**config.mk**
```make
export PLATFORM = sky130hd
export DESIGN_NAME = res1_nibble_packer
export DESIGN_NICKNAME = d
export VERILOG_FILES = /design/src/rtl/res1_nibble_packer.sv
export SDC_FILE = /design/constraint.sdc
export NUM_CORES = 1
export LEC_CHECK = 0
export CAP_MARGIN = 5
export CORE_MARGIN = 5
export CORE_UTILIZATION = 60
export CTS_BUF_LIST = sky130_fd_sc_hd__clkbuf_8 sky130_fd_sc_hd__clkbuf_16
export DETAILED_ROUTE_END_ITERATION = 10
export PLACE_DENSITY = 0.9
export SYNTH_ARGS = -nofsm -noshare
export SYNTH_HDL_FRONTEND = slang
export SYNTH_SLANG_ARGS = --single-unit
```
**constraint.sdc**
```tcl
create_clock -name UserCLK -period 2.7 [get_ports UserCLK]
set_input_delay 0.54 -clock UserCLK [delete_from_list [all_inputs] [get_ports UserCLK]]
set_output_delay 0.54 -clock UserCLK [all_outputs]
set_load 0.01 [all_outputs]
```
**src/rtl/res1_nibble_packer.sv**
```systemverilog
// RES1 nibble packer: gathers 4-bit RES1 lanes into wide words
// and queues them in a small FWFT FIFO with a sticky overflow flag.
module res1_nibble_packer #(
  parameter int NIBBLES_PER_WORD = 8,
  parameter int FIFO_DEPTH       = 4,
  localparam int W  = 4 * NIBBLES_PER_WORD,
  localparam int LW = $clog2(FIFO_DEPTH) + 1
) (
  input  logic          UserCLK,
  input  logic          resetn,
  input  logic [3:0]    nib_in,
  input  logic          nib_valid,
  input  logic          flush,
  output logic [W-1:0]  word_out,
  output logic          word_partial,
  output logic          word_valid,
  input  logic          word_ready,
  output logic [LW-1:0] fifo_level,
  output logic          overflow,
  input  logic          overflow_clr
);

  localparam int NCW = (NIBBLES_PER_WORD > 1) ?
                       $clog2(NIBBLES_PER_WORD) : 1;
  localparam int PW  = $clog2(FIFO_DEPTH);

  logic [NCW-1:0]        nc_q, nc_d;
  logic [W-1:0]          pack_q, pack_d, pack_nx;
  logic [W-1:0]          mem_q [FIFO_DEPTH];
  logic [W-1:0]          mem_d [FIFO_DEPTH];
  logic [FIFO_DEPTH-1:0] part_q, part_d;
  logic [PW-1:0]         wptr_q, wptr_d;
  logic [PW-1:0]         rptr_q, rptr_d;
  logic [LW-1:0]         level_q, level_d;
  logic                  ovf_q, ovf_d;

  logic last, push, pop, full, do_push, drop;

  always_comb begin
    pack_nx = pack_q;
    for (int i = 0; i < NIBBLES_PER_WORD; i++) begin
      if (nib_valid && nc_q == NCW'(i)) begin
        pack_nx[4*i +: 4] = nib_in;
      end
    end
    last = nib_valid && (nc_q == NCW'(NIBBLES_PER_WORD - 1));
    // a flush-qualified nibble that completes the word is one full push
    push = last || (flush && (nc_q != '0 || nib_valid));
    if (push) begin
      pack_d = '0;
      nc_d   = '0;
    end else begin
      pack_d = pack_nx;
      nc_d   = nib_valid ? nc_q + NCW'(1) : nc_q;
    end
  end

  always_comb begin
    full    = (level_q == LW'(FIFO_DEPTH));
    pop     = (level_q != '0) && word_ready;
    do_push = push && (!full || pop);
    drop    = push && full && !pop;
    mem_d   = mem_q;
    part_d  = part_q;
    wptr_d  = wptr_q;
    rptr_d  = rptr_q;
    level_d = level_q;
    if (do_push) begin
      mem_d[wptr_q]  = pack_nx;
      part_d[wptr_q] = !last;
      wptr_d         = wptr_q + PW'(1);
    end
    if (pop) begin
      rptr_d = rptr_q + PW'(1);
    end
    unique case ({do_push, pop})
      2'b10:   level_d = level_q + LW'(1);
      2'b01:   level_d = level_q - LW'(1);
      default: level_d = level_q;
    endcase
    if (drop) begin
      ovf_d = 1'b1;
    end else if (overflow_clr) begin
      ovf_d = 1'b0;
    end else begin
      ovf_d = ovf_q;
    end
  end

  always_ff @(posedge UserCLK or negedge resetn) begin
    if (!resetn) begin
      nc_q    <= '0;
      pack_q  <= '0;
      mem_q   <= '{default: '0};
      part_q  <= '0;
      wptr_q  <= '0;
      rptr_q  <= '0;
      level_q <= '0;
      ovf_q   <= 1'b0;
    end else begin
      nc_q    <= nc_d;
      pack_q  <= pack_d;
      mem_q   <= mem_d;
      part_q  <= part_d;
      wptr_q  <= wptr_d;
      rptr_q  <= rptr_d;
      level_q <= level_d;
      ovf_q   <= ovf_d;
    end
  end

  assign word_out     = mem_q[rptr_q];
  assign word_partial = part_q[rptr_q];
  assign word_valid   = (level_q != '0);
  assign fifo_level   = level_q;
  assign overflow     = ovf_q;

endmodule

```
==> out/qor.yml, run 1 <==
status: "finished, final reports clean"
worst-path-buf-inv: 2
rows: 43
fin_nets: 576
maxCapViolCount: 0
dpl.hpwl_um: 10600
grt_pass1_wl_um: 28100
fmax_mhz: 379
num_io_pins: 48
grt_use_total: 0.223
clock-sinks: 175
clk_latency_ps: 430
critPathMaxStageDelay_ps: 560
yosys_warnings: 0
cpMaxStageDelayCell: "mux4_2"
cp_top_family: "buffers and inverters"
final_common_cell: "dfrtp_1"
register_area_sq_um: 4380
fillers: 825
reg2reg_to: "fifo_level[2]"
finalWorstSetupSlack_ps: 60.9
setup_violations: 0
syn_area_sq_um: 8360
synthCells: 489
port_buffers: 47
htree_num_levels: 4
crit_start: "rptr_q[0]"
cts_tree: "yes"
leakage_nw: 4.91
stdcell_area_sq_um: 9790
area_growth_pct: 17.1
critical_path.endpoint: "word_out[3]"
worst_setup_path_start_kind: "register"
ir_worst_vdd_v: 0.000618
path_class: "register to primary output"
skew_ps: 12.2
power_mw: 9.39
grt_pass1_vias: 5050
place_area_sq_um: 9120
reg2regPathDepth: 11
routed_via_density: 5.91
wl_per_cell_um: 23.1
drc_errors: 0
gp_congestion: 0.773
cp.depth: 3
finalCriticalPeriod_ps: 2640
cp-end-kind: "primary output"
ys_seq_elements: 175
wl_um: 17300
drive_gt1_frac: 0.464
fp.dieH_um: 128
rsz0062_at_grt: "true"
antenna_cells: 0
cts.path.max_buffers: 2
die_area_sq_um: 16400
max_slew.worst_pin.slew_ps: 662
multiInputGateArea_sq_um: 3750
yosysSeqAreaShare: 0.524
synth.net_count: 511
critical_path_arrival_ps: 2100
core_sq_um: 13800
path_cells: "buf_8 -> mux4_2 -> clkdlybuf4s50_1"
cts_hold_buf: 0
dieWidth_um: 128
reg2reg_slack_ps: 250
grt_max_degree: 71
clkTransAtPathRegs_ps: 60
relSlewSlack: 0.559
ant_nets: 0
dp_slack_ps: 80.5
drv_slew: 0
finalHoldViolCount: 0
cp_max_fo: 13
antenna_found_initial: 0
worst_ep_required_time_ps: 2160
r2r_start: "nc_q[0]"
grt_overflow: 0
layout_common_cells: "dfrtp_1, mux2_4, mux2_2, mux4_2, nor2b_1"
synth.distinct_cells: 27
fin_hold_ws_ps: 128
p_per_area_nw_per_um2: 960
vias: 4418
drt_iter0_drc: 329
cts_made_buffers: 17
clk_root_buffer_cell: "clkbuf_16"
hold_path.class: "primary input to async pin"
fin_crit_sh: 0.977
dr.pass1.iters: 5
syn-mean-instance-area_sq_um: 17.1
start_util: 0.607
[layer usage]
layer / global-route usage / part of all wire / vias to the layer above
li1: - / - / 1888
met1: 0.301 / 0.44 / 2401
met2: 0.365 / 0.51 / 101
met3: 0.0517 / 0.034 / 28
met4: 0.0668 / 0.018 / 0
met5: 0 / 0 / -
[logic make-up (layout without fill, tap and decap cells)]
family                   after synthesis  in the layout  share of synthesized area
AO/OA/AOI/OAI                          4              4                    0.00389
flip-flops                           175            175                      0.524
multiplexers                         200            200                      0.368
adder cells (fa/ha/maj)               12             12                     0.0189
buffers and inverters                 35            113                     0.0274
AND/OR/NAND/NOR                       56             56                     0.0509
XOR/XNOR                               7              7                    0.00734
[worst reg2reg max path, delay by kind of cell (launching register included)]
kind | cells | cell delay [ps]
and+or+nand+nor | 2 | 250
adders and majority gates | 4 | 1030
buffers and inverters | 2 | 130
DFF | 1 | 430
AOI/OAI and AO/OA | 1 | 230
xor gates and xnor gates | 2 | 320
[where the power goes]
| group | switching (mW) | internal (mW) | leakage (nW) |
|---|---|---|---|
| registers | 0.362 | 3.20 | 2.37 |
| clock network | 1.01 | 1.33 | 0.282 |
| logic | 1.51 | 1.98 | 2.26 |
| total | 2.89 | 6.51 | 4.91 |
[worst min-delay path by stage]
stage | from | to | slack (ps)
3_3_place_gp | part_q[3] | part_q[3] | 480
6_report | resetn | fifo_level[0] | 130
2_1_floorplan | resetn | fifo_level[0] | 240
3_5_place_dp | mem_q[60] | mem_q[60] | 490
4_1_cts | resetn | mem_q[25] | 150
5_1_grt | resetn | mem_q[64] | 180
[per-stage QoR]
stage / utilization / setup TNS (ps) / std cells
floorplan: - / 0 / 489
global placement: 0.662 / 0 / 713
detailed placement: 0.662 / 0 / 713
CTS: 0.703 / 0 / 745
global route: 0.710 / -6.64 / 747
finish: 0.710 / 0 / 747
[cells in the mapped netlist (all sizes together)]
cell type	count	area [sq um]
nor2	6	22.5
fa	1	20.0
or3	1	7.51
mux2i	2	20.0
dfrtp	175	4380
nor3b	1	18.8
buf	20	173
o21ai	1	5.00
a21oi	1	8.76
a22o	1	8.76
mux2	165	2310
nor4b	5	119
xor2	3	26.3
xnor2	4	35.0
mux4	33	743
nand2	4	15.0
ha	11	138
nand3	3	15.0
nor3	1	5.00
clkbuf	5	18.8
nor2b	32	200
o31a	1	10.0
inv	10	37.5
nand3b	3	22.5
[final cells by class]
cell class,instances,area share
Clock buffer,20,0.0477
Clock inverter,12,0.00985
Inverter,10,0.00384
Multi-Input combinational cell,279,0.383
Sequential cell,175,0.448
Tap cell,180,0.0230
Timing Repair Buffer,71,0.0846
[state kept, by name (all words and copies together), names as in the netlist]
register    flops
fifo_level      3
wptr_q          2
pack_q         32
mem_q         128
nc_q            3
part_q          4
overflow        1
rptr_q          2
[repair_timing]
| action | in CTS | in global routing |
|---|---|---|
| gates resized for setup | 2 | 22 |
| gates cloned | 0 | 1 |
| endpoints found under the setup margin | 10 | 23 |
| setup buffers | 0 | 1 |
Note: power is estimated with default switching activity, not from simulation.
==> run 2: changes to the inputs <==
--- a/config.mk
+++ b/config.mk
@@ -6,7 +6,6 @@
 export NUM_CORES = 1
 export LEC_CHECK = 0
 export CAP_MARGIN = 5
-export CORE_MARGIN = 5
 export CORE_UTILIZATION = 60
 export CTS_BUF_LIST = sky130_fd_sc_hd__clkbuf_8 sky130_fd_sc_hd__clkbuf_16
 export DETAILED_ROUTE_END_ITERATION = 10
==> run 2 against run 1 <==
Effect of this change:
- clock skew fell by 3.7 ps
- register-to-register slack lost 60 ps
- die area shrank 12%
- combinational power is 1% higher
- utilization up 2.6 points
- critical path depth is 1 higher
- non-clock buffer count grew 7
- count of clock-buffer cells in the layout up 2
- final area increased by 0.83%
- global-route usage rose by 6.5 points
- sequential cell count is the same
==> out/qor.yml, run 2 (same netlist as run 1, synthesis figures left out) <==
met2_length_um: 9480  # +7.0%
largest_reg_flops: 128  # unchanged
drc_errors: 0  # unchanged
antenna_found_initial: 0  # unchanged
vias: 4523  # +2.4%
instances_no_fill: 750  # +0.40%
grt_use_total: 0.288  # +0.0654
final_common_cell: "dfrtp_1"
ir_worst_vdd_v: 0.000639  # +3.5%
fp.dieH_um: 120  # -6.2%
gp_congestion: 0.748  # -3.3%
area_growth_pct: 18.1
drv_slew: 0  # unchanged
start_util: 0.624  # +0.0169
maxCapViolCount: 0  # unchanged
status: "finished, final reports clean"
grt_pass1_vias: 5124  # +1.5%
dr.pass1.iters: 4  # -1
setup_violations: 0  # unchanged
internal-power_mw: 6.81  # +4.7%
rows: 42  # -2.3%
finalCriticalPeriod_ps: 2580  # -58.4 ps
cts_made_buffers: 17  # unchanged
htree_num_levels: 4  # unchanged
relSlewSlack: 0.598  # +0.0391
fillers: 746  # -9.6%
fin_tns_setup_ps: 0  # unchanged
stdcell_area_sq_um: 9870  # +0.83%
clock-sinks: 175  # unchanged
top_regs: "mem_q: 128 flops, pack_q: 32 flops, part_q: 4 flops"
grt_overflow: 0  # unchanged
dieWidth_um: 120  # -6.2%
place_area_sq_um: 9140  # +0.19%
ant_nets: 0  # unchanged
fmax_mhz: 387  # +2.3%
largest_register: "mem_q"
antenna_cells: 0  # unchanged
cp_max_fo: 15  # +2
hold_path.class: "primary input to async pin"
core_sq_um: 13400  # -2.7%
wl_per_cell_um: 25.2  # +9.1%
finalHoldViolCount: 0  # unchanged
layout_common_cells: "dfrtp_1, mux2_4, mux2_2, mux4_2, nor2b_1"
fin_hold_ws_ps: 69.0  # -59.2 ps
clkTransAtPathRegs_ps: 60  # about the same
worst_setup_path_start_kind: "register"
power.switching_mw: 3.03  # +4.9%
cts.path.max_buffers: 2  # unchanged
path_class: "register to primary output"
drive_gt1_frac: 0.474  # +0.0100
skew_ps: 8.57  # -3.68 ps
wl_um: 18900  # +9.5%
critical_path_arrival_ps: 2040  # -60 ps
die_area_sq_um: 14400  # -12%
port_buffers: 47  # unchanged
max_slew.worst_pin.slew_ps: 603  # -58.7 ps
dp_slack_ps: 46.6  # -33.9 ps
fin_crit_sh: 0.956  # -0.0216
grt_max_degree: 63  # -11%
cp-end-kind: "primary output"
rsz0062_at_grt: "false"
fin_util: 0.736  # +0.0258
dpl.hpwl_um: 10300  # -3.0%
reg2reg_slack_ps: 190  # -60 ps
power.clock.fraction: 0.275  # +0.026
met3_wirelength_um: 987  # +67%
worst_ep_required_time_ps: 2160  # about the same
post-place-cells: 712  # -0.14%
wl_met1_um: 7880  # +4.9%
finalWorstSetupSlack_ps: 119  # +58.4 ps
clk_root_buffer_cell: "clkbuf_16"
routed.top_layer: "met4"
num_io_pins: 48  # unchanged
seqPwrFrac: 0.367  # -0.012
p_comb_frac: 0.359  # -0.013
swShare: 0.308  # +0.000341
drt_iter0_drc: 405  # +23%
fin_nets: 583  # +1.2%
leakage_nw: 4.88  # -0.48%
power_mw: 9.84  # +4.8%
clk_latency_ps: 440  # about the same
routed_via_density: 6.03  # +2.0%
p_per_area_nw_per_um2: 997  # +3.9%
cts_tree: "yes"
grt_pass1_wl_um: 30500  # +8.7%
run 2: changes by cell type in the layout (fill, tap and decap cells not counted), sizes merged:
cell	before	now
dlygate4sd2	1	23
clkdlybuf4s50	24	13
dlymetal6s2s	21	10
buf	24	31
bufinv	1	4
clkinv	5	3
inv	13	11
bufbuf	0	1
clkbuf	21	22
clkinvlp	3	2
run 2: repair_timing:
item | 4_1_cts | 5_1_grt
setup endpoints to repair | 33 | 11
setup buffers | 5 | 0
resized for setup | 24 | 10
hold buffers | 0 | 0
gates cloned | 2 | 0
run 2: layout make-up:
class	count	area, sq um	area share
well taps	176	220	0.0223
flip-flops and latches	175	4380	0.444
inverters	10	37.5	0.00380
repair buffers	78	826	0.0837
clock inverters	10	158	0.0160
multi-input cells	279	3750	0.380
clock buffers	22	494	0.0501
run 2: critical path, stage by stage, from the launching register on:
cell	delay [ps]
dfrtp_2	420
buf_12	210
buf_4	160
mux4_2	510
dlygate4sd2_1	300
run 2: power by group through the flow:
stage	Combinational [mW]	Clock [mW]	Sequential, mW
detailed placement	3.38	0	3.58
global route	3.72	2.81	3.65
finish	3.53	2.70	3.61
floorplan	2.39	0	3.47
CTS	3.55	2.70	3.56
global placement	3.28	0	3.53
run 2: metal layers:
| layer | track usage | vias up |
|---|---|---|
| met3 | 0.0499 | 43 |
| met5 | 0 | - |
| met4 | 0.122 | 0 |
| met1 | 0.388 | 2429 |
| li1 | - | 1900 |
| met2 | 0.464 | 151 |
run 2: final timing paths:
check,startpoint,to,cells after the start
worst max-delay path,rptr_q[0],word_out[13],4
worst min register to register,mem_q[19],mem_q[19],1
worst min-delay path,resetn,mem_q[59],1
min in group UserCLK,mem_q[19],mem_q[19],1
worst max register to register,nc_q[0],fifo_level[2],12
max in group asynchronous,resetn,mem_q[9],2
==> run 3: changes to the inputs <==
--- a/config.mk
+++ b/config.mk
@@ -10,6 +10,7 @@
 export CTS_BUF_LIST = sky130_fd_sc_hd__clkbuf_8 sky130_fd_sc_hd__clkbuf_16
 export DETAILED_ROUTE_END_ITERATION = 10
 export PLACE_DENSITY = 0.9
+export RECOVER_POWER = 25
 export SYNTH_ARGS = -nofsm -noshare
 export SYNTH_HDL_FRONTEND = slang
 export SYNTH_SLANG_ARGS = --single-unit
==> constraint.sdc (replaced) <==
create_clock -name UserCLK -period 2.5 [get_ports UserCLK]
set_input_delay 0.5 -clock UserCLK [delete_from_list [all_inputs] [get_ports UserCLK]]
set_output_delay 0.5 -clock UserCLK [all_outputs]
set_load 0.01 [all_outputs]
==> run 3 against run 2 <==
Effect of this change:
- the flow now finishes with violations (max-capacitance violations, max-slew violations)
- count of clock-buffer cells in the layout decreased by 3
- sequential share of layout area barely moved
- critical path depth down 1
- die area unchanged
- cell count up 1.5%
- clock power about the same
- sequential power rose by 6.9%
- routed wire length is 7.1% lower
- largest cell class unchanged
==> out/qor.yml, run 3 (same netlist as run 1, synthesis figures left out) <==
grt_pass1_vias: 5065  # -1.2%
dieWidth_um: 120  # unchanged
power.clock.fraction: 0.260  # -0.015
stdcell_area_sq_um: 9870  # about the same
gp_congestion: 0.754  # +0.80%
core_sq_um: 13400  # unchanged
wl_met1_um: 7420  # -5.9%
grt_overflow: 0  # unchanged
wl_per_cell_um: 23.1  # -8.5%
critical_path_arrival_ps: 1940  # -100 ps
fmax_mhz: 410
wl_um: 17600  # -7.1%
p_per_area_nw_per_um2: 1050  # +5.4%
grt_use_total: 0.265  # -0.0237
fillers: 735  # -1.5%
cts_hold_buf: 0  # unchanged
cpMaxStageDelayCell: "mux4_2"
grt_pass1_wl_um: 28400  # -6.7%
reg2regPathDepth: 12  # unchanged
multiInputGateArea_sq_um: 3790  # +1.0%
register_area_sq_um: 4380  # about the same
path_class: "register to primary output"
worst_setup_path_start_kind: "register"
cp-end-kind: "primary output"
antenna_cells: 0  # unchanged
status: "finished with violations"
num_io_pins: 48  # unchanged
routed.top_layer: "met4"
finalHoldViolCount: 0  # unchanged
max_slew.worst_pin.slew_ps: 1590  # +989 ps
vias: 4472  # -1.1%
layout_common_cells: "dfrtp_1, mux2_4, mux2_2"
leakage_nw: 4.76  # -2.5%
cts_made_buffers: 17  # unchanged
fin_tns_setup_ps: 0  # unchanged
drc_errors: 0  # unchanged
finalCriticalPeriod_ps: 2440
relSlewSlack: -0.0616  # -0.659
top_regs: "mem_q: 128 flops, pack_q: 32 flops, part_q: 4 flops"
drive_gt1_frac: 0.491  # +0.0167
ant_nets: 0  # unchanged
power.switching_mw: 3.16  # +4.4%
antenna_found_initial: 0  # unchanged
path_cells: "buf_12 -> mux4_2 -> dlygate4sd2_1"
setup_violations: 0  # unchanged
critPathMaxStageDelay_ps: 550  # +40 ps
swShare: 0.305  # -0.00277
clkTransAtPathRegs_ps: 70  # about the same
cts.path.max_buffers: 2  # unchanged
fin_crit_sh: 0.975
fp.dieH_um: 120  # unchanged
failed_checks: "max-capacitance violations, max-slew violations"
p_comb_frac: 0.368  # +0.009
post-place-cells: 716  # +0.56%
cts_tree: "yes"
rows: 42  # unchanged
finalWorstSetupSlack_ps: 61.7  # -57.6 ps
hold_path.class: "primary input to async pin"
internal-power_mw: 7.21  # +5.8%
drt_iter0_drc: 265  # -35%
htree_num_levels: 4  # unchanged
grt_max_degree: 65  # +3.2%
place_area_sq_um: 9200  # +0.68%
seqPwrFrac: 0.373  # +0.006
dr.pass1.iters: 4  # unchanged
met2_length_um: 9160  # -3.3%
final_common_cell: "dfrtp_1"
dpl.hpwl_um: 10900  # +6.3%
fin_nets: 594  # +1.9%
largest_register: "mem_q"
worst_ep_required_time_ps: 2000  # -160 ps
die_area_sq_um: 14400  # unchanged
dp_slack_ps: -155  # -202 ps
maxCapViolCount: 1  # +1
cp_max_fo: 21  # +6
instances_no_fill: 761  # +1.5%
met3_wirelength_um: 603  # -39%
start_util: 0.624  # unchanged
routed_via_density: 5.88  # -2.6%
clk_latency_ps: 430  # about the same
largest_reg_flops: 128  # unchanged
area_growth_pct: 18.1  # about the same
clock-sinks: 175  # unchanged
drv_slew: 64  # +64
port_buffers: 47  # unchanged
fin_hold_ws_ps: 465  # +396 ps
rsz0062_at_grt: "true"
skew_ps: 8.12  # -0.448 ps
ir_worst_vdd_v: 0.000636  # -0.52%
clk_root_buffer_cell: "clkbuf_16"
## run 3: cell types whose count changed in the layout (fill, tap and decap cells not counted), moves of 2 or more
cell,previous run,this run
buf_4,22,33
dlygate4sd2_1,23,33
dlymetal6s2s_1,10,0
ha_1,11,7
clkbuf_8,5,2
clkbuf_2,0,2
ha_2,0,2
ha_4,0,2
## run 3: cell type report
class | instances | area share
clock buffer | 19 | 0.0459
clock inverter | 13 | 0.0150
inverter | 10 | 0.00380
multi-input combinational | 279 | 0.384
sequential | 175 | 0.444
tap | 176 | 0.0223
timing repair buffer | 89 | 0.0848
## run 3: path summary, 6_finish.rpt
check                           endpoint  slack (ps)       from
setup / recovery            word_out[27]          60  rptr_q[0]
hold / removal             fifo_level[1]         470     resetn
setup reg to reg           fifo_level[2]         150    nc_q[1]
hold reg to reg                mem_q[51]         510  mem_q[51]
max in group asynchronous       mem_q[7]         480     resetn
min in group UserCLK           mem_q[51]         510  mem_q[51]
## run 3: timing repair
item,4_1_cts,5_1_grt
resized for setup,34,7
hold endpoints to repair,0,0
setup buffers,4,9
pin swaps,0,2
setup endpoints to repair,34,4
## run 3: metrics by stage
step / util / power (mW)
2_1_floorplan: - / 6.33
3_3_place_gp: 0.686 / 7.43
3_5_place_dp: 0.686 / 7.59
4_1_cts: 0.731 / 10.3
5_1_grt: 0.736 / 10.8
6_report: 0.736 / 10.4
## run 3: critical path: cells and delay by family, from the launching register on
family	cells	cell delay (ps)
flops	1	410
buf+inv	2	530
mux	1	550
## run 3: layer usage
metal	vias up	GRT usage
li1	1924	-
met1	2430	0.342
met2	84	0.444
met3	34	0.0547
met4	0	0.0938
met5	-	0
## run 3: power groups by stage
stage,registers (mW),logic [mW],clock network [mW]
global placement,3.82,3.61,0
global route,3.92,4.02,2.86
detailed placement,3.88,3.71,0
finish,3.86,3.81,2.69
CTS,3.86,3.68,2.72
floorplan,3.74,2.59,0
